`src/rtl/enet_tx_ctrl.sv`:
```
// 10BASE-T frame transmit sequencer: preamble, SFD, payload, optional pad, CRC-32 FCS, IFG.
// Define ENET_TX_PAD_EN to zero-pad short frames up to MIN_PAYLOAD bytes before the FCS.
module enet_tx_ctrl #(
    parameter int unsigned IFG_CYCLES  = 192,
    parameter int unsigned MIN_PAYLOAD = 60
) (
    input  logic       clk_20mhz,
    input  logic       rst_ni,
    input  logic [7:0] tx_data,
    input  logic       tx_valid,
    input  logic       tx_last,
    output logic       tx_ready,
    input  logic       pls_busy,
    output logic       data_enable,
    output logic       txd_out,
    output logic       tx_active,
    output logic       tx_done,
    output logic       tx_err
);

    localparam int unsigned IfgW    = (IFG_CYCLES > 1) ? $clog2(IFG_CYCLES) : 1;
    localparam logic [31:0] CrcPoly = 32'hEDB88320;
    localparam logic [7:0]  SfdByte = 8'hD5;
    localparam logic [10:0] CntMax  = 11'h7FF;
`ifdef ENET_TX_PAD_EN
    localparam bit PadEn = 1'b1;
`else
    localparam bit PadEn = 1'b0;
`endif

    typedef enum logic [2:0] {
        StIdle, StPre, StSfd, StData, StPad, StFcs, StIfg
    } state_e;

    state_e          r_state, w_state_d;
    logic            r_phase, w_phase_d;
    logic [5:0]      r_bit_cnt, w_bit_cnt_d;
    logic [7:0]      r_shift, w_shift_d;
    logic [31:0]     r_crc, w_crc_d;
    logic [31:0]     r_fcs, w_fcs_d;
    logic [10:0]     r_byte_cnt, w_byte_cnt_d;
    logic [IfgW-1:0] r_ifg_cnt, w_ifg_cnt_d;
    logic            r_last, w_last_d;
    logic            r_underrun, w_underrun_d;
    logic            r_done, w_done_d;
    logic            r_err, w_err_d;

    logic [31:0] w_crc_step;
    logic [10:0] w_cnt_inc;
    logic        w_below_min;
    logic        w_ready;

    // One reflected CRC step over the bit currently on the wire.
    assign w_crc_step  = {1'b0, r_crc[31:1]} ^ ((r_crc[0] ^ r_shift[0]) ? CrcPoly : 32'h0);
    assign w_cnt_inc   = (r_byte_cnt == CntMax) ? r_byte_cnt : r_byte_cnt + 11'd1;
    assign w_below_min = r_byte_cnt < 11'(MIN_PAYLOAD);

    always_ff @(posedge clk_20mhz or negedge rst_ni) begin
        if (!rst_ni) begin
            r_state    <= StIdle;
            r_phase    <= 1'b0;
            r_bit_cnt  <= '0;
            r_shift    <= '0;
            r_crc      <= 32'hFFFF_FFFF;
            r_fcs      <= '0;
            r_byte_cnt <= '0;
            r_ifg_cnt  <= '0;
            r_last     <= 1'b0;
            r_underrun <= 1'b0;
            r_done     <= 1'b0;
            r_err      <= 1'b0;
        end else begin
            r_state    <= w_state_d;
            r_phase    <= w_phase_d;
            r_bit_cnt  <= w_bit_cnt_d;
            r_shift    <= w_shift_d;
            r_crc      <= w_crc_d;
            r_fcs      <= w_fcs_d;
            r_byte_cnt <= w_byte_cnt_d;
            r_ifg_cnt  <= w_ifg_cnt_d;
            r_last     <= w_last_d;
            r_underrun <= w_underrun_d;
            r_done     <= w_done_d;
            r_err      <= w_err_d;
        end
    end

    always_comb begin
        w_state_d    = r_state;
        w_phase_d    = 1'b0;
        w_bit_cnt_d  = r_bit_cnt;
        w_shift_d    = r_shift;
        w_crc_d      = r_crc;
        w_fcs_d      = r_fcs;
        w_byte_cnt_d = r_byte_cnt;
        w_ifg_cnt_d  = r_ifg_cnt;
        w_last_d     = r_last;
        w_underrun_d = r_underrun;
        w_done_d     = 1'b0;
        w_err_d      = 1'b0;
        w_ready      = 1'b0;

        unique case (r_state)
            StIdle: begin
                w_byte_cnt_d = '0;
                w_crc_d      = 32'hFFFF_FFFF;
                w_bit_cnt_d  = '0;
                w_last_d     = 1'b0;
                w_underrun_d = 1'b0;
                if (tx_valid && !pls_busy && (r_ifg_cnt == '0)) begin
                    w_state_d = StPre;
                end
            end
            StPre: begin
                w_phase_d = ~r_phase;
                if (r_phase) begin
                    w_bit_cnt_d = r_bit_cnt + 6'd1;
                    if (r_bit_cnt == 6'd55) begin
                        w_bit_cnt_d = '0;
                        w_shift_d   = SfdByte;
                        w_state_d   = StSfd;
                    end
                end
            end
            StSfd, StData: begin
                w_phase_d = ~r_phase;
                if (r_phase) begin
                    w_shift_d   = {1'b0, r_shift[7:1]};
                    w_bit_cnt_d = r_bit_cnt + 6'd1;
                    if (r_state == StData) begin
                        w_crc_d = w_crc_step;
                    end
                    if (r_bit_cnt == 6'd7) begin
                        w_bit_cnt_d = '0;
                        if (r_state == StData && r_last) begin
                            if (PadEn && w_below_min) begin
                                w_shift_d    = '0;
                                w_byte_cnt_d = w_cnt_inc;
                                w_state_d    = StPad;
                            end else begin
                                w_fcs_d   = ~w_crc_step;
                                w_state_d = StFcs;
                            end
                        end else begin
                            w_ready = 1'b1;
                            if (tx_valid) begin
                                w_shift_d    = tx_data;
                                w_last_d     = tx_last;
                                w_byte_cnt_d = w_cnt_inc;
                                w_state_d    = StData;
                            end else begin
                                // Underrun: send the raw register so the receiver sees a bad FCS.
                                w_fcs_d      = (r_state == StData) ? w_crc_step : r_crc;
                                w_underrun_d = 1'b1;
                                w_state_d    = StFcs;
                            end
                        end
                    end
                end
            end
`ifdef ENET_TX_PAD_EN
            StPad: begin
                w_phase_d = ~r_phase;
                if (r_phase) begin
                    w_shift_d   = {1'b0, r_shift[7:1]};
                    w_bit_cnt_d = r_bit_cnt + 6'd1;
                    w_crc_d     = w_crc_step;
                    if (r_bit_cnt == 6'd7) begin
                        w_bit_cnt_d = '0;
                        if (w_below_min) begin
                            w_shift_d    = '0;
                            w_byte_cnt_d = w_cnt_inc;
                        end else begin
                            w_fcs_d   = ~w_crc_step;
                            w_state_d = StFcs;
                        end
                    end
                end
            end
`endif
            StFcs: begin
                w_phase_d = ~r_phase;
                if (r_phase) begin
                    w_fcs_d     = {1'b0, r_fcs[31:1]};
                    w_bit_cnt_d = r_bit_cnt + 6'd1;
                    if (r_bit_cnt == 6'd31) begin
                        w_bit_cnt_d = '0;
                        w_phase_d   = 1'b0;
                        w_ifg_cnt_d = IfgW'(IFG_CYCLES - 1);
                        w_done_d    = ~r_underrun;
                        w_err_d     = r_underrun;
                        w_state_d   = StIfg;
                    end
                end
            end
            StIfg: begin
                if (r_ifg_cnt == '0) begin
                    w_state_d = StIdle;
                end else begin
                    w_ifg_cnt_d = r_ifg_cnt - IfgW'(1);
                end
            end
            default: w_state_d = StIdle;
        endcase
    end

    always_comb begin
        txd_out = 1'b0;
        unique case (r_state)
            StPre:                txd_out = ~r_bit_cnt[0];
            StSfd, StData, StPad: txd_out = r_shift[0];
            StFcs:                txd_out = r_fcs[0];
            default:              txd_out = 1'b0;
        endcase
    end

    assign data_enable = (r_state == StPre) || (r_state == StSfd) || (r_state == StData) ||
                         (r_state == StPad) || (r_state == StFcs);
    assign tx_ready    = w_ready;
    assign tx_active   = (r_state != StIdle);
    assign tx_done     = r_done;
    assign tx_err      = r_err;

endmodule

```
`config.mk`:
```
export PLATFORM = sky130hd
export DESIGN_NAME = enet_tx_ctrl
export DESIGN_NICKNAME = d
export VERILOG_FILES = /design/src/rtl/enet_tx_ctrl.sv
export SDC_FILE = /design/constraint.sdc
export NUM_CORES = 1
export LEC_CHECK = 0
export CORE_AREA = 8 8 102 104
export DETAILED_ROUTE_END_ITERATION = 8
export DIE_AREA = 0 0 110 112
export PLACE_DENSITY = 0.82
export SLEW_MARGIN = 20
export SYNTH_ARGS = -nofsm -noshare
export SYNTH_HDL_FRONTEND = slang
export SYNTH_SLANG_ARGS = --single-unit
```
`constraint.sdc`:
```
create_clock -name clk_20mhz -period 2.53 [get_ports clk_20mhz]
set_input_delay 0.506 -clock clk_20mhz [delete_from_list [all_inputs] [get_ports clk_20mhz]]
set_output_delay 0.506 -clock clk_20mhz [all_outputs]
set_load 0.05 [all_outputs]
```
==> impl_metrics.xml <==
<?xml version="1.0" encoding="UTF-8"?>
<metrics>
  <group name="floorplanning">
    <metric name="die-area" unit="um^2">12300</metric>
    <metric name="placeableCoreArea" unit="um^2">8890</metric>
    <metric name="starting_density_of_the_core" unit="%">58.2</metric>
    <metric name="floorplan.io_pins" unit="">19</metric>
    <metric name="placementRows" unit="">35</metric>
    <metric name="die_boundary_width" unit="um">110</metric>
    <metric name="die_height" unit="um">112</metric>
  </group>
  <group name="cells_and_area">
    <metric name="layout.cell_area.non_filler" unit="um^2">5720</metric>
    <metric name="diodes" unit="">0</metric>
    <metric name="number_of_nets_in_the_final_layout" unit="">571</metric>
    <metric name="flow.area_growth_from_synthesis" unit="%">10.5</metric>
    <metric name="layout.cells.non_filler" unit="">671</metric>
    <metric name="drive_above_1_share" unit="%">16.3</metric>
  </group>
  <group name="sta">
    <metric name="clock-skew-final" unit="ns">0.00788</metric>
    <metric name="totalNegativeSetupSlack" unit="ns">0</metric>
    <metric name="max-slew-margin-rel" unit="%">60.3</metric>
    <metric name="drv_slew" unit="">0</metric>
    <metric name="tightestPinTransition" unit="ns">0.594</metric>
    <metric name="final.period_utilization" unit="%">95.1</metric>
    <metric name="final_hold_violations" unit="">0</metric>
    <metric name="period_minus_slack" unit="ns">2.41</metric>
    <metric name="setup_viol" unit="">0</metric>
    <metric name="rsz_0062_raised_after_global_routing" unit="">no</metric>
    <metric name="fmaxAchievable" unit="GHz">0.416</metric>
  </group>
  <group name="power_and_ir_drop">
    <metric name="max-vdd-ir-drop" unit="V">0.000833</metric>
    <metric name="power" unit="mW">7.09</metric>
    <metric name="powerDensity" unit="nW/um^2">1240</metric>
    <metric name="static-leakage-power" unit="nW">2.50</metric>
  </group>
  <group name="synthesis">
    <metric name="syn_area_per_cell" unit="um^2">9.43</metric>
    <metric name="postSynth.asyncResetShare" unit="%">100</metric>
    <metric name="synth-edff-count" unit="">0</metric>
    <metric name="postSynthRegisterBits" unit="">94</metric>
    <metric name="ys_warnings" unit="">0</metric>
    <metric name="yosys_most_used_dff" unit="">sky130_fd_sc_hd__dfrtp_1</metric>
    <metric name="post_synth_most_frequent_cells" unit="">sky130_fd_sc_hd__nor2_1, sky130_fd_sc_hd__dfrtp_1, sky130_fd_sc_hd__a21oi_1, sky130_fd_sc_hd__nand2_1, sky130_fd_sc_hd__o21ai_0</metric>
    <metric name="synthDominantAreaCellType" unit="">sky130_fd_sc_hd__dfrtp_1</metric>
    <metric name="area_fraction_of_the_dominant_cell_type_after_synthesis" unit="%">30.0</metric>
    <metric name="post_synthesis_net_count" unit="">565</metric>
    <metric name="synth_cells" unit="">549</metric>
    <metric name="most_frequent_cell_after_synthesis" unit="">sky130_fd_sc_hd__nor2_1</metric>
    <metric name="synth.area.top_cells" unit="">sky130_fd_sc_hd__dfrtp_1, sky130_fd_sc_hd__dfstp_2, sky130_fd_sc_hd__xnor2_1</metric>
    <metric name="synth_cell_type_count" unit="">64</metric>
    <metric name="synth-seq-area-share" unit="%">46.2</metric>
    <metric name="netlist_area_pre_place" unit="um^2">5180</metric>
  </group>
  <group name="setup_path">
    <metric name="setup.reg_to_reg.worst_slack" unit="ns">0.21</metric>
    <metric name="crit-reg2reg-launch" unit="">r_ifg_cnt[0]$_DFFE_PN0P_</metric>
    <metric name="crit_arrival" unit="ns">1.90</metric>
    <metric name="timing.critical_path.required" unit="ns">2.02</metric>
    <metric name="endpoint_kind" unit="">primary output</metric>
    <metric name="timing.critical_path.from_type" unit="">flop</metric>
    <metric name="critical_path_fanout_max" unit="">10</metric>
    <metric name="rr_worst_depth" unit="">7</metric>
    <metric name="path_class" unit="">flop to primary output</metric>
    <metric name="reg2reg_to" unit="">r_state[0]$_DFFE_PN0P_</metric>
  </group>
  <group name="global_route">
    <metric name="globalRouteTotalUtil" unit="%">18.3</metric>
    <metric name="grt_max_degree" unit="">76</metric>
    <metric name="antenna_found_initial" unit="">0</metric>
    <metric name="grt_pass1_vias" unit="">3905</metric>
    <metric name="grt.overflow.total" unit="">0</metric>
    <metric name="wire_length_of_the_first_global_routing_pass" unit="um">18300</metric>
  </group>
  <group name="outcome">
    <metric name="status" unit="">finished, final reports clean</metric>
  </group>
  <group name="clock_network">
    <metric name="tritoncts.num_buffers" unit="">9</metric>
    <metric name="clock_tree.root_cell" unit="">sky130_fd_sc_hd__clkbuf_8</metric>
    <metric name="cts_num_sinks" unit="">94</metric>
    <metric name="insertion_delay_of_the_later_clocked_pin_in_the_worst_skew_pair" unit="ns">0.36</metric>
    <metric name="cts.reportedPaths.clkPinSlew" unit="ns">0.09</metric>
    <metric name="cts_tree" unit="">yes</metric>
    <metric name="postCtsSetupRepairBufs" unit="">0</metric>
    <metric name="max-clock-path-buffers" unit="">2</metric>
    <metric name="cts-htree-levels" unit="">3</metric>
  </group>
  <group name="drt">
    <metric name="routed_via_count" unit="">3988</metric>
    <metric name="drtPass1Iterations" unit="">7</metric>
    <metric name="initial_drc_count" unit="">247</metric>
    <metric name="postRouteWirelength" unit="um">10800</metric>
    <metric name="viasPerCell" unit="">5.94</metric>
    <metric name="wl_per_cell" unit="um">16.1</metric>
    <metric name="ant_nets" unit="">0</metric>
    <metric name="remaining_drc_errors" unit="">0</metric>
  </group>
  <group name="run">
    <metric name="max-cap-violations" unit="">0</metric>
  </group>
  <group name="place">
    <metric name="estimated_wirelength_of_the_detail_placed_design" unit="um">6960</metric>
    <metric name="routabilityCongestion" unit="">0.830</metric>
    <metric name="placed_cells" unit="">655</metric>
    <metric name="buffer_ports.inserted" unit="">18</metric>
    <metric name="placed_cell_area" unit="um^2">5490</metric>
  </group>
  <group name="min_path">
    <metric name="hold_path.class" unit="">input pin to async pin</metric>
  </group>
</metrics>
==> cells by family after synthesis <==
kind of cell             share of synthesized area, %
flip-flops                                       46.2
XOR/XNOR                                         8.73
AO/OA/AOI/OAI                                    17.5
AND/OR/NAND/NOR                                  15.7
adder cells (fa/ha/maj)                         0.725
multiplexers                                     6.21
buffers and inverters                            4.88
==> placed cells by master, fill, tap and decap left out, drive strengths merged, types with 3 or more instances in the layout <==
cell type,count
clkdlybuf4s50,14
mux2,22
o21ai,49
o22ai,3
nand3b,3
nor2,68
a21oi,50
inv,14
nand3,8
dfstp,32
buf,21
xor2,17
a221o,13
mux2i,7
ha,3
clkbuf,10
a211oi,15
dfrtp,62
and3,8
xnor2,32
nand2,50
nor3,15
and2,3
==> cell type report <==
type,count,area (um^2)
fill,657,3170
multi-input combinational,402,2540
sequential,94,2390
timing repair buffer,36,369
tap,111,139
clock buffer,10,138
clock inverter,6,91.3
inverter,12,45.0
==> report_power, final <==
group / switching [mW] / internal [mW] / leakage (nW)
Clock: 0.531 / 0.591 / 0.117
Combinational: 1.76 / 1.44 / 1.22
Sequential: 0.555 / 2.22 / 1.16
==> sequential cells by signal, summed over array words and instances (netlist names) <==
register    count
r_bit_cnt       6
r_crc          32
r_shift         8
r_fcs          32
r_last          1
r_state         3
tx_done         1
r_ifg_cnt       8
tx_err          1
r_underrun      1
r_phase         1
==> worst max-delay path, cell delays in order, from the launching register on <==
cell	delay, ns
sky130_fd_sc_hd__dfrtp_2	0.49
sky130_fd_sc_hd__buf_4	0.20
sky130_fd_sc_hd__nor3b_1	0.28
sky130_fd_sc_hd__a21oi_1	0.10
sky130_fd_sc_hd__o21ai_1	0.29
sky130_fd_sc_hd__buf_12	0.18
==> routing by layer <==
metal  global-route usage, %  routed length [um]
met3                    2.66                 353
met5                       0                   0
met1                    23.0                4650
met4                    7.66                 220
met2                    30.3                5550
==> how the worst max path moves through the flow <==
stage | cells after the start | endpoint | slack (ns) | startpoint
after CTS | 4 | tx_ready | 0.02 | r_state[1]$_DFFE_PN0P_
after floorplan | 5 | txd_out | 0.05 | r_state[0]$_DFFE_PN0P_
final | 5 | txd_out | 0.12 | r_state[0]$_DFFE_PN0P_
after global placement | 6 | r_fcs[17]$_DFFE_PN0P_ | 0.33 | tx_valid
after global routing | 5 | txd_out | 0.04 | r_state[0]$_DFFE_PN0P_
after detailed placement | 7 | r_state[0]$_DFFE_PN0P_ | 0.25 | r_ifg_cnt[0]$_DFFE_PN0P_
==> timing repair <==
action                     CTS  global route
gates resized for setup      2             3
hold buffers                 0             0
setup endpoints to repair    2             3
==> per-stage QoR <==
step                      setup WS (ns)  hold WS, ns  utilization [%]
final                             0.125       0.0144             64.3
after global routing             0.0353       0.0234             64.3
after CTS                        0.0247       0.0198             64.3
after detailed placement          0.254        0.411             61.7
after global placement            0.325        0.401             61.7
after floorplan                  0.0461        0.210                -
(Power assumes the default switching activity.)
